==> src/rtl/fft_controller_pkg.sv <==
// rtl/fft_controller_pkg.sv - shared sizes, FSM state type and write-back tap record for the FFT controller
package fft_controller_pkg;

  localparam int FFT_N      = 16;
  localparam int FFT_STAGES = 4;
  localparam int FFT_BFLIES = 8;

  typedef enum logic [2:0] {
    ST_IDLE,
    ST_LOAD,
    ST_COMPUTE,
    ST_DRAIN,
    ST_UNLOAD
  } fft_state_e;

  typedef struct packed {
    logic       en;
    logic [1:0] stage;
    logic [2:0] bfly;
  } wb_tap_t;

  function automatic logic [3:0] bitrev4(input logic [3:0] v);
    return {v[0], v[1], v[2], v[3]};
  endfunction

endpackage

==> src/rtl/fft_wb_delay.sv <==
// rtl/fft_wb_delay.sv - delays butterfly issue/stage/index by BF_LATENCY cycles to form write-back controls
module fft_wb_delay
  import fft_controller_pkg::*;
#(
  parameter int BF_LATENCY = 2
) (
  input  logic       clk,
  input  logic       rst,
  input  logic       issue_i,
  input  logic [1:0] stage_i,
  input  logic [2:0] bfly_i,
  output logic       wb_en_o,
  output logic [1:0] wb_stage_o,
  output logic [2:0] wb_bfly_o
);

  wb_tap_t pipe_q [BF_LATENCY];
  wb_tap_t pipe_d [BF_LATENCY];

  always_comb begin
    pipe_d[0] = '{en: issue_i, stage: stage_i, bfly: bfly_i};
    for (int i = 1; i < BF_LATENCY; i++) begin
      pipe_d[i] = pipe_q[i-1];
    end
  end

  // Clearing every tap on reset is what drops write-backs still in flight.
  always_ff @(posedge clk) begin
    if (rst) begin
      for (int i = 0; i < BF_LATENCY; i++) begin
        pipe_q[i] <= '0;
      end
    end else begin
      for (int i = 0; i < BF_LATENCY; i++) begin
        pipe_q[i] <= pipe_d[i];
      end
    end
  end

  assign wb_en_o    = pipe_q[BF_LATENCY-1].en;
  assign wb_stage_o = pipe_q[BF_LATENCY-1].stage;
  assign wb_bfly_o  = pipe_q[BF_LATENCY-1].bfly;

endmodule

==> src/rtl/fft_controller.sv <==
// rtl/fft_controller.sv - 16-point radix-2 FFT sequencer: load, 4 stages of 8 butterflies, unload.
// Optional FFT_BITREV_LOAD_EN stores incoming samples at bit-reversed addresses.
module fft_controller
  import fft_controller_pkg::*;
#(
  parameter int BF_LATENCY = 2
) (
  input  logic       clk,
  input  logic       rst,
  input  logic       start,
  input  logic       in_valid,
  output logic       in_ready,
  output logic       load_we,
  output logic [3:0] load_addr,
  output logic [1:0] stage,
  output logic [2:0] butterfly,
  output logic       bf_issue,
  output logic       wb_en,
  output logic [1:0] wb_stage,
  output logic [2:0] wb_butterfly,
  output logic       out_valid,
  input  logic       out_ready,
  output logic [3:0] rd_addr,
  output logic       out_last,
  output logic       busy,
  output logic       done
);

  fft_state_e state_q, state_d;
  logic [3:0] cnt_q, cnt_d;
  logic [1:0] stage_q, stage_d;
  logic [2:0] bfly_q, bfly_d;
  logic [2:0] drain_q, drain_d;
  logic       done_q, done_d;

  always_ff @(posedge clk) begin
    if (rst) begin
      state_q <= ST_IDLE;
      cnt_q   <= '0;
      stage_q <= '0;
      bfly_q  <= '0;
      drain_q <= '0;
      done_q  <= 1'b0;
    end else begin
      state_q <= state_d;
      cnt_q   <= cnt_d;
      stage_q <= stage_d;
      bfly_q  <= bfly_d;
      drain_q <= drain_d;
      done_q  <= done_d;
    end
  end

  // Every counter is reloaded explicitly at its terminal value rather than left to roll over.
  always_comb begin
    state_d = state_q;
    cnt_d   = cnt_q;
    stage_d = stage_q;
    bfly_d  = bfly_q;
    drain_d = drain_q;
    done_d  = 1'b0;
    case (state_q)
      ST_IDLE: begin
        if (start) begin
          state_d = ST_LOAD;
          cnt_d   = '0;
        end
      end
      ST_LOAD: begin
        if (in_valid) begin
          if (cnt_q == 4'(FFT_N - 1)) begin
            state_d = ST_COMPUTE;
            cnt_d   = '0;
            stage_d = '0;
            bfly_d  = '0;
          end else begin
            cnt_d = cnt_q + 4'd1;
          end
        end
      end
      ST_COMPUTE: begin
        if (bfly_q == 3'(FFT_BFLIES - 1)) begin
          state_d = ST_DRAIN;
          drain_d = '0;
        end else begin
          bfly_d = bfly_q + 3'd1;
        end
      end
      ST_DRAIN: begin
        // Hold off the next stage until the last write-back of this one has landed in RAM.
        if (drain_q == 3'(BF_LATENCY - 1)) begin
          if (stage_q == 2'(FFT_STAGES - 1)) begin
            state_d = ST_UNLOAD;
            cnt_d   = '0;
          end else begin
            state_d = ST_COMPUTE;
            stage_d = stage_q + 2'd1;
            bfly_d  = '0;
          end
        end else begin
          drain_d = drain_q + 3'd1;
        end
      end
      ST_UNLOAD: begin
        if (out_ready) begin
          if (cnt_q == 4'(FFT_N - 1)) begin
            state_d = ST_IDLE;
            cnt_d   = '0;
            done_d  = 1'b1;
          end else begin
            cnt_d = cnt_q + 4'd1;
          end
        end
      end
      default: state_d = ST_IDLE;
    endcase
  end

  assign in_ready  = (state_q == ST_LOAD);
  assign load_we   = in_ready && in_valid;
`ifdef FFT_BITREV_LOAD_EN
  assign load_addr = in_ready ? bitrev4(cnt_q) : '0;
`else
  assign load_addr = in_ready ? cnt_q : '0;
`endif
  assign stage     = stage_q;
  assign butterfly = bfly_q;
  assign bf_issue  = (state_q == ST_COMPUTE);
  assign out_valid = (state_q == ST_UNLOAD);
  assign rd_addr   = out_valid ? cnt_q : '0;
  assign out_last  = out_valid && (cnt_q == 4'(FFT_N - 1));
  assign busy      = (state_q != ST_IDLE);
  assign done      = done_q;

  fft_wb_delay #(
    .BF_LATENCY(BF_LATENCY)
  ) u_wb_delay (
    .clk       (clk),
    .rst       (rst),
    .issue_i   (bf_issue),
    .stage_i   (stage_q),
    .bfly_i    (bfly_q),
    .wb_en_o   (wb_en),
    .wb_stage_o(wb_stage),
    .wb_bfly_o (wb_butterfly)
  );

endmodule
==> config.mk <==
export PLATFORM = sky130hd
export DESIGN_NAME = fft_controller
export DESIGN_NICKNAME = d
export VERILOG_FILES = /design/src/rtl/fft_controller_pkg.sv /design/src/rtl/fft_wb_delay.sv /design/src/rtl/fft_controller.sv
export SDC_FILE = /design/constraint.sdc
export NUM_CORES = 1
export LEC_CHECK = 0
export BUFFER_PORTS_ARGS = -buffer_cell sky130_fd_sc_hd__buf_2
export CORE_MARGIN = 2
export CORE_UTILIZATION = 53
export CTS_BUF_LIST = sky130_fd_sc_hd__clkbuf_8 sky130_fd_sc_hd__clkbuf_16
export DETAILED_ROUTE_END_ITERATION = 7
export GPL_TIMING_DRIVEN = 0
export PLACE_DENSITY = 0.76
export SLEW_MARGIN = 15
export SYNTH_ARGS = -nofsm -noshare
export SYNTH_HDL_FRONTEND = slang
export SYNTH_SLANG_ARGS = --single-unit
==> constraint.sdc <==
create_clock -name clk -period 1.96 [get_ports clk]
set_input_delay 0.294 -clock clk [delete_from_list [all_inputs] [get_ports clk]]
set_output_delay 0.294 -clock clk [all_outputs]
set_load 0.01 [all_outputs]
==> impl_metrics.py, run 1 <==
metrics = {
    "critical_path": {
        "cp.arrival_ps": 1540,
        "worst-setup-path-type": "flop to output port",
        "cp.required_ps": 1670,
        "rr_worst_depth": 6,
        "critical_path.endpoint_type": "output port",
        "r2r_end": "stage[0]$_SDFFE_PP0P_",
        "start_kind": "flop",
        "path_max_fanout": 9,
        "reg2reg_from": "cnt_q[0]$_SDFFE_PP0P_",
        "r2r_slack_ps": 130,
    },
    "global_routing": {
        "grt_usage_pct": 19.2,
        "grt_start_max_net_pins": 17,
        "antenna_found_initial": 0,
        "grt.overflow.total": 0,
        "grt_pass1_wl_um": 4970,
        "grt_pass1_vias": 1124,
    },
    "synth": {
        "yosysSeqAreaShare_pct": 37.7,
        "yosys.area_share.simple_pct": 28.5,
        "synth-seq-cells": 28,
        "synthArstFlopShare_pct": 0,
        "syn_area_um2": 1490,
        "synthFlopType": "dfxtp_1",
        "synth_nets": 168,
        "synthXorXnorAreaFrac_pct": 0.589,
        "synthAdderAreaFrac_pct": 5.05,
        "synth_area_per_cell_um2": 9.47,
        "yosys_warnings": 0,
        "synthMuxAreaShare_pct": 3.45,
        "synth_edf_count": 0,
        "synth_top_family_by_area": "simple AND/OR/NAND/NOR gates",
        "synthCells": 157,
        "synth-compound-area-share_pct": 16.1,
        "synth_cell_types": 44,
    },
    "routing": {
        "vias_per_cell": 5.40,
        "first_iter_violations": 16,
        "firstDrtPassIters": 4,
        "drt_wl_total_um": 2910,
        "antenna_left": 0,
        "routedWlPerCell_um": 13.1,
        "post-route-drc-count": 0,
        "num_vias": 1199,
    },
    "floorplan": {
        "dieWidth_um": 57.0,
        "ios": 31,
        "dieArea_um2": 3240,
        "rows": 19,
        "die_h_um": 57.0,
        "core_um2": 2710,
        "start_util_pct": 54.8,
    },
    "finish": {
        "syn_to_final_growth_pct": 18.4,
        "layout_commonest_cell": "buf_2",
        "nets": 203,
        "design_area_um2": 1760,
        "drive_gt1_share_pct": 34.0,
        "diodes": 0,
        "final_cell_mix": "buf_2 (30), dfxtp_1 (28), nor2b_1 (14), nor2_1 (12)",
    },
    "sta": {
        "hold_viol_final": 0,
        "slew_headroom_pct": 63.9,
        "maxSlewViolCount": 0,
        "fin_crit_ps": 1830,
        "fin_crit_sh_pct": 93.6,
        "max_freq_mhz": 545,
        "setup_viol": 0,
        "tightest_slew_ps": 542,
        "rsz0062_at_grt": "true",
        "clock_skew_ps": 2.53,
    },
    "clock_tree": {
        "insertion_delay_ps": 280,
        "post_cts_resized": 0,
        "clock_path_buffers": 2,
        "tritoncts": "done",
        "clk_pin_slew_ps": 100,
        "ctsHoldBuffers": 0,
        "root_buffer": "clkbuf_8",
        "cts_setup_buffers": 0,
        "htreeDepth": 1,
        "cts_sinks": 28,
        "cts_buffers": 3,
    },
    "job": {
        "drv_cap": 0,
    },
    "hold_path": {
        "hold_path_startpoint": "out_ready",
        "hold-path-cell-count": 2,
        "hold_path_end": "done$_SDFF_PP0_",
        "hold_class": "input pin to flop",
    },
    "power_and_ir_drop": {
        "total_power_mw": 1.82,
        "switchingPower_mw": 0.625,
        "power.share.clock_pct": 25.2,
        "sw_frac_of_total_pct": 34.4,
        "power_leakage_nw": 0.755,
        "p_int_mw": 1.19,
        "ir_drop_mv": 0.720,
        "p_seq_share_pct": 34.4,
        "p_per_area_nw_per_um2": 1030,
        "pwr-share-comb_pct": 40.3,
    },
    "place": {
        "placed_area_um2": 1680,
        "hpwl_um": 2180,
        "routabilityCongestion": 0.848,
        "placement.io_buffers": 30,
    },
    "outcome": {
        "status": "completed",
    },
}
logic make-up (layout without fill, tap and decap cells):
family / Yosys count / after routing
AND/OR/NAND/NOR: 73 / 73
flip-flops: 28 / 28
AO/OA/AOI/OAI: 25 / 25
buffers and inverters: 19 / 53
adder cells (fa/ha/maj): 6 / 6
multiplexers: 5 / 5
XOR/XNOR: 1 / 1
stage by stage:
| step | hold WS (ps) | setup WS (ps) | instances | TNS, ps | utilization (%) |
|---|---|---|---|---|---|
| global route | 318 | -4.55 | 222 | -4.55 | 64.9 |
| finish | 306 | 126 | 222 | 0 | 64.9 |
| detailed placement | 423 | 62.8 | 218 | 0 | 61.8 |
| CTS | 303 | 26.0 | 222 | 0 | 64.5 |
| global placement | 418 | 152 | 218 | 0 | 61.8 |
| floorplan | 414 | 297 | 157 | 0 | - |
how the worst max path moves through the flow:
stage / from / end / slack, ps / cells after the start
floorplan: cnt_q[0]$_SDFFE_PP0P_ / stage[0]$_SDFFE_PP0P_ / 300 / 6
global placement: drain_q[1]$_SDFFE_PP0P_ / state_q[0]$_SDFFE_PP0P_ / 150 / 7
detailed placement: cnt_q[0]$_SDFFE_PP0P_ / stage[0]$_SDFFE_PP0P_ / 60 / 6
CTS: cnt_q[0]$_SDFFE_PP0P_ / stage[0]$_SDFFE_PP0P_ / 30 / 6
global route: drain_q[1]$_SDFFE_PP0P_ / stage[0]$_SDFFE_PP0P_ / -5 / 7
finish: state_q[0]$_SDFFE_PP0P_ / load_we / 130 / 6
synthesized netlist by cell type, types with 2 or more instances:
master	n	area, um2
dfxtp_1	28	561
nor2b_1	14	87.6
nor2_1	12	45.0
a21oi_1	8	40.0
buf_4	8	60.1
nand2_1	7	26.3
nor3_1	7	35.0
and2_1	6	37.5
ha_1	6	75.1
nand2b_1	6	37.5
or3_1	5	31.3
inv_1	4	15.0
mux2i_1	4	40.0
nand3_1	4	20.0
buf_6	3	33.8
a211oi_1	2	15.0
a211oi_2	2	25.0
clkbuf_1	2	7.51
nor2_4	2	22.5
o21ai_0	2	10.0
o32ai_2	2	32.5
flip-flops by register name, summed over array words and instances, names as in the netlist:
| signal | count |
|---|---|
| drain_q | 3 |
| stage | 2 |
| butterfly | 3 |
| cnt_q | 4 |
| u_wb_delay.pipe_q | 12 |
| state_q | 3 |
| done | 1 |
cell type report:
class | count | area [um2]
Clock inverter | 1 | 30.0
Buffer | 14 | 105
Fill cell | 240 | 951
Timing Repair Buffer | 30 | 150
Inverter | 5 | 23.8
Clock buffer | 3 | 41.3
Sequential cell | 28 | 561
Multi-Input combinational cell | 110 | 810
Tap cell | 31 | 38.8
per-layer routing:
metal	part of all wire (%)	track usage, %
met3	2.9	2.04
met1	44	25.4
met4	0.93	7.31
met2	52	32.3
met5	0	0
power by group through the flow:
stage	clock network (mW)	logic (mW)	registers [mW]
2_1_floorplan	0	0.590	0.635
4_1_cts	0.465	0.734	0.625
6_report	0.458	0.732	0.625
3_5_place_dp	0	0.730	0.638
5_1_grt	0.484	0.799	0.629
3_3_place_gp	0	0.708	0.637
critical path, stage by stage (launching register included):
cell and delay (ps):
dfxtp_1 320, buf_4 170, nand2b_1 80, buf_6 140, nor2_2 250, and2_1 170, buf_2 130
Power figures use the tool's default switching activity.
==> run 2, diff against run 1 <==
Settings changed: ABC_AREA set to 1.
==> run 2 against run 1 <==
Cell count increased by 23%; non-clock buffer count is 4 lower; routed wire length shrank 9.3%; first-iteration DRC count grew to 2.8 times the previous value; clock power shrank 1%; fmax grew 1.9%; hold slack worse by 54 ps; critical path depth stayed put; sequential power rose by 20%; die area down 3.8%; clock-buffer cell count is the same; total power rose by 18%.
==> impl_metrics.py, run 2 <==
metrics = {
    "synth": {
        "yosysSeqAreaShare_pct": 39.3,
        "synthTopCellsByCount": "nand2_1 (53), nor2_1 (45), inv_1 (30), dfxtp_1 (28), nand3_1 (9)",
        "synth_most_common_cell": "nand2_1",
        "synth_top_area_share_pct": 39.3,
        "synthArstFlopShare_pct": 0,
        "synthFlopType": "dfxtp_1",
        "synth_nets": 221,
        "synth_area_leader_cell": "dfxtp_1",
        "yosys_warnings": 0,
        "syn_area_um2": 1430,
        "yosys-top-cells-area": "dfxtp_1 (39%), nand2_1 (14%), nor2_1 (12%), inv_1 (7.9%), ha_1 (5.3%)",
        "synth_edf_count": 0,
        "synth-seq-cells": 28,
        "synth_area_per_cell_um2": 6.79,
        "synth_cell_types": 24,
        "synthCells": 210,
    },
    "clock_tree": {
        "clock_path_buffers": 2,
        "cts_setup_buffers": 0,
        "ctsHoldBuffers": 0,
        "clk_pin_slew_ps": 90,
        "post_cts_resized": 0,
        "insertion_delay_ps": 280,
        "tritoncts": "done",
        "cts_buffers": 3,
        "htreeDepth": 1,
        "root_buffer": "clkbuf_8",
        "cts_sinks": 28,
    },
    "finish": {
        "final_util_pct": 66.8,
        "reg_top3": "u_wb_delay.pipe_q (12), cnt_q (4)",
        "top_register": "u_wb_delay.pipe_q",
        "diodes": 0,
        "design_area_um2": 1680,
        "layout_commonest_cell": "nand2_1",
        "final_cell_mix": "nand2_1 (53), nor2_1 (45), buf_2 (31), inv_1 (30), dfxtp_1 (28)",
        "drive_gt1_share_pct": 20.9,
        "nets": 256,
        "largest_reg_flops": 12,
        "syn_to_final_growth_pct": 18.2,
    },
    "sta": {
        "clock_skew_ps": 3.25,
        "setup_viol": 0,
        "max_freq_mhz": 555,
        "maxSlewViolCount": 0,
        "hold_viol_final": 0,
        "rsz0062_at_grt": "false",
        "worst_slack_ps": 160,
        "tightest_slew_ps": 386,
        "tns_ps": 0,
        "fin_crit_sh_pct": 91.8,
        "fin_crit_ps": 1800,
        "slew_headroom_pct": 74.3,
    },
    "critical_path": {
        "cp.required_ps": 1670,
        "critical_path.endpoint_type": "output port",
        "critPathSlowestCell": "dfxtp_1",
        "critPathBufInv": 2,
        "cpLargestDelayFamily": "simple AND/OR/NAND/NOR gates",
        "worst-setup-path-type": "flop to output port",
        "crit_chain": "buf_6 -> nor2_4 -> nand2_1 -> nor2_1 -> and3_1 -> buf_2",
        "cp.arrival_ps": 1510,
        "max_stage_delay_ps": 320,
        "path_max_fanout": 8,
        "start_kind": "flop",
    },
    "power_and_ir_drop": {
        "ir_drop_mv": 0.835,
        "total_power_mw": 2.14,
        "power_leakage_nw": 0.897,
        "p_per_area_nw_per_um2": 1270,
    },
    "place": {
        "placement.io_buffers": 30,
        "hpwl_um": 1970,
        "routabilityCongestion": 0.827,
        "dp_slack_ps": 429,
        "placed_area_um2": 1610,
    },
    "routing": {
        "routedWlPerCell_um": 9.64,
        "vias_per_cell": 4.53,
        "first_iter_violations": 45,
        "antenna_left": 0,
        "drt_wl_total_um": 2640,
        "num_vias": 1240,
        "post-route-drc-count": 0,
        "firstDrtPassIters": 4,
    },
    "global_routing": {
        "grt.overflow.total": 0,
        "grt_usage_pct": 17.1,
        "grt_pass1_wl_um": 4310,
        "grt_start_max_net_pins": 17,
        "antenna_found_initial": 0,
        "grt_pass1_vias": 989,
    },
    "hold_path": {
        "hold_class": "input pin to flop",
    },
    "floorplan": {
        "die_h_um": 55.9,
        "ios": 31,
        "dieWidth_um": 55.9,
        "rows": 18,
        "start_util_pct": 56.5,
        "core_um2": 2520,
        "dieArea_um2": 3120,
    },
    "outcome": {
        "status": "completed",
    },
    "job": {
        "drv_cap": 0,
    },
}
-- run 2: final timing paths --
kind	from	to	slack, ps	depth (start not counted)
hold reg to reg	u_wb_delay.pipe_q[0][3]$_SDFF_PP0_	u_wb_delay.pipe_q[0][9]$_SDFF_PP0_	400	2
hold / removal	rst	cnt_q[2]$_SDFFE_PP0P_	250	2
setup / recovery	state_q[1]$_SDFFE_PP0P_	out_last	160	6
setup reg to reg	cnt_q[1]$_SDFFE_PP0P_	butterfly[2]$_SDFFE_PP0P_	430	8
-- run 2: worst reg2reg max path: cells and delay by family (launching register included) --
family / cells / cell delay [ps]
AND/OR/NAND/NOR: 7 / 750
adder cells (fa/ha/maj): 1 / 270
flip-flops: 1 / 410
-- run 2: cells by family (layout without fill, tap and decap cells) --
kind of cell	count (synthesis)	in the layout	share of synthesized area, %
AOI/OAI and AO/OA	12	12	4.39
xor gates and xnor gates	1	1	0.615
adders and majority gates	6	6	5.27
buffers and inverters	41	75	13.7
DFF	28	28	39.3
and+or+nand+nor	122	122	36.7
-- run 2: per-layer routing --
layer	vias to the layer above	global-route usage, %	part of all wire [%]
met5	-	0	0
met4	0	6.12	0.57
met3	2	3.02	5.0
met2	32	27.9	43
met1	508	22.8	51
li1	698	-	-
-- run 2: per-stage QoR --
| stage | hold WS (ps) | instances |
|---|---|---|
| after global placement | 389 | 270 |
| after floorplan | 363 | 210 |
| final | 253 | 274 |
| after detailed placement | 392 | 270 |
| after global routing | 257 | 274 |
| after CTS | 245 | 274 |
-- run 2: power by group --
| group | internal (mW) | total [mW] | leakage, nW | switching (mW) |
|---|---|---|---|---|
| sequential | 0.671 | 0.753 | 0.228 | 0.0821 |
| combinational | 0.354 | 0.934 | 0.634 | 0.580 |
| clock | 0.274 | 0.453 | 0.0357 | 0.179 |
| total | 1.30 | 2.14 | 0.897 | 0.841 |
-- run 2: cell type report --
cell class | instances | area (um2)
Timing Repair Buffer | 30 | 150
Inverter | 31 | 116
Buffer | 10 | 78.8
Multi-Input combinational cell | 141 | 669
Fill cell | 239 | 838
Clock inverter | 1 | 30.0
Clock buffer | 3 | 41.3
Tap cell | 30 | 37.5
Sequential cell | 28 | 561
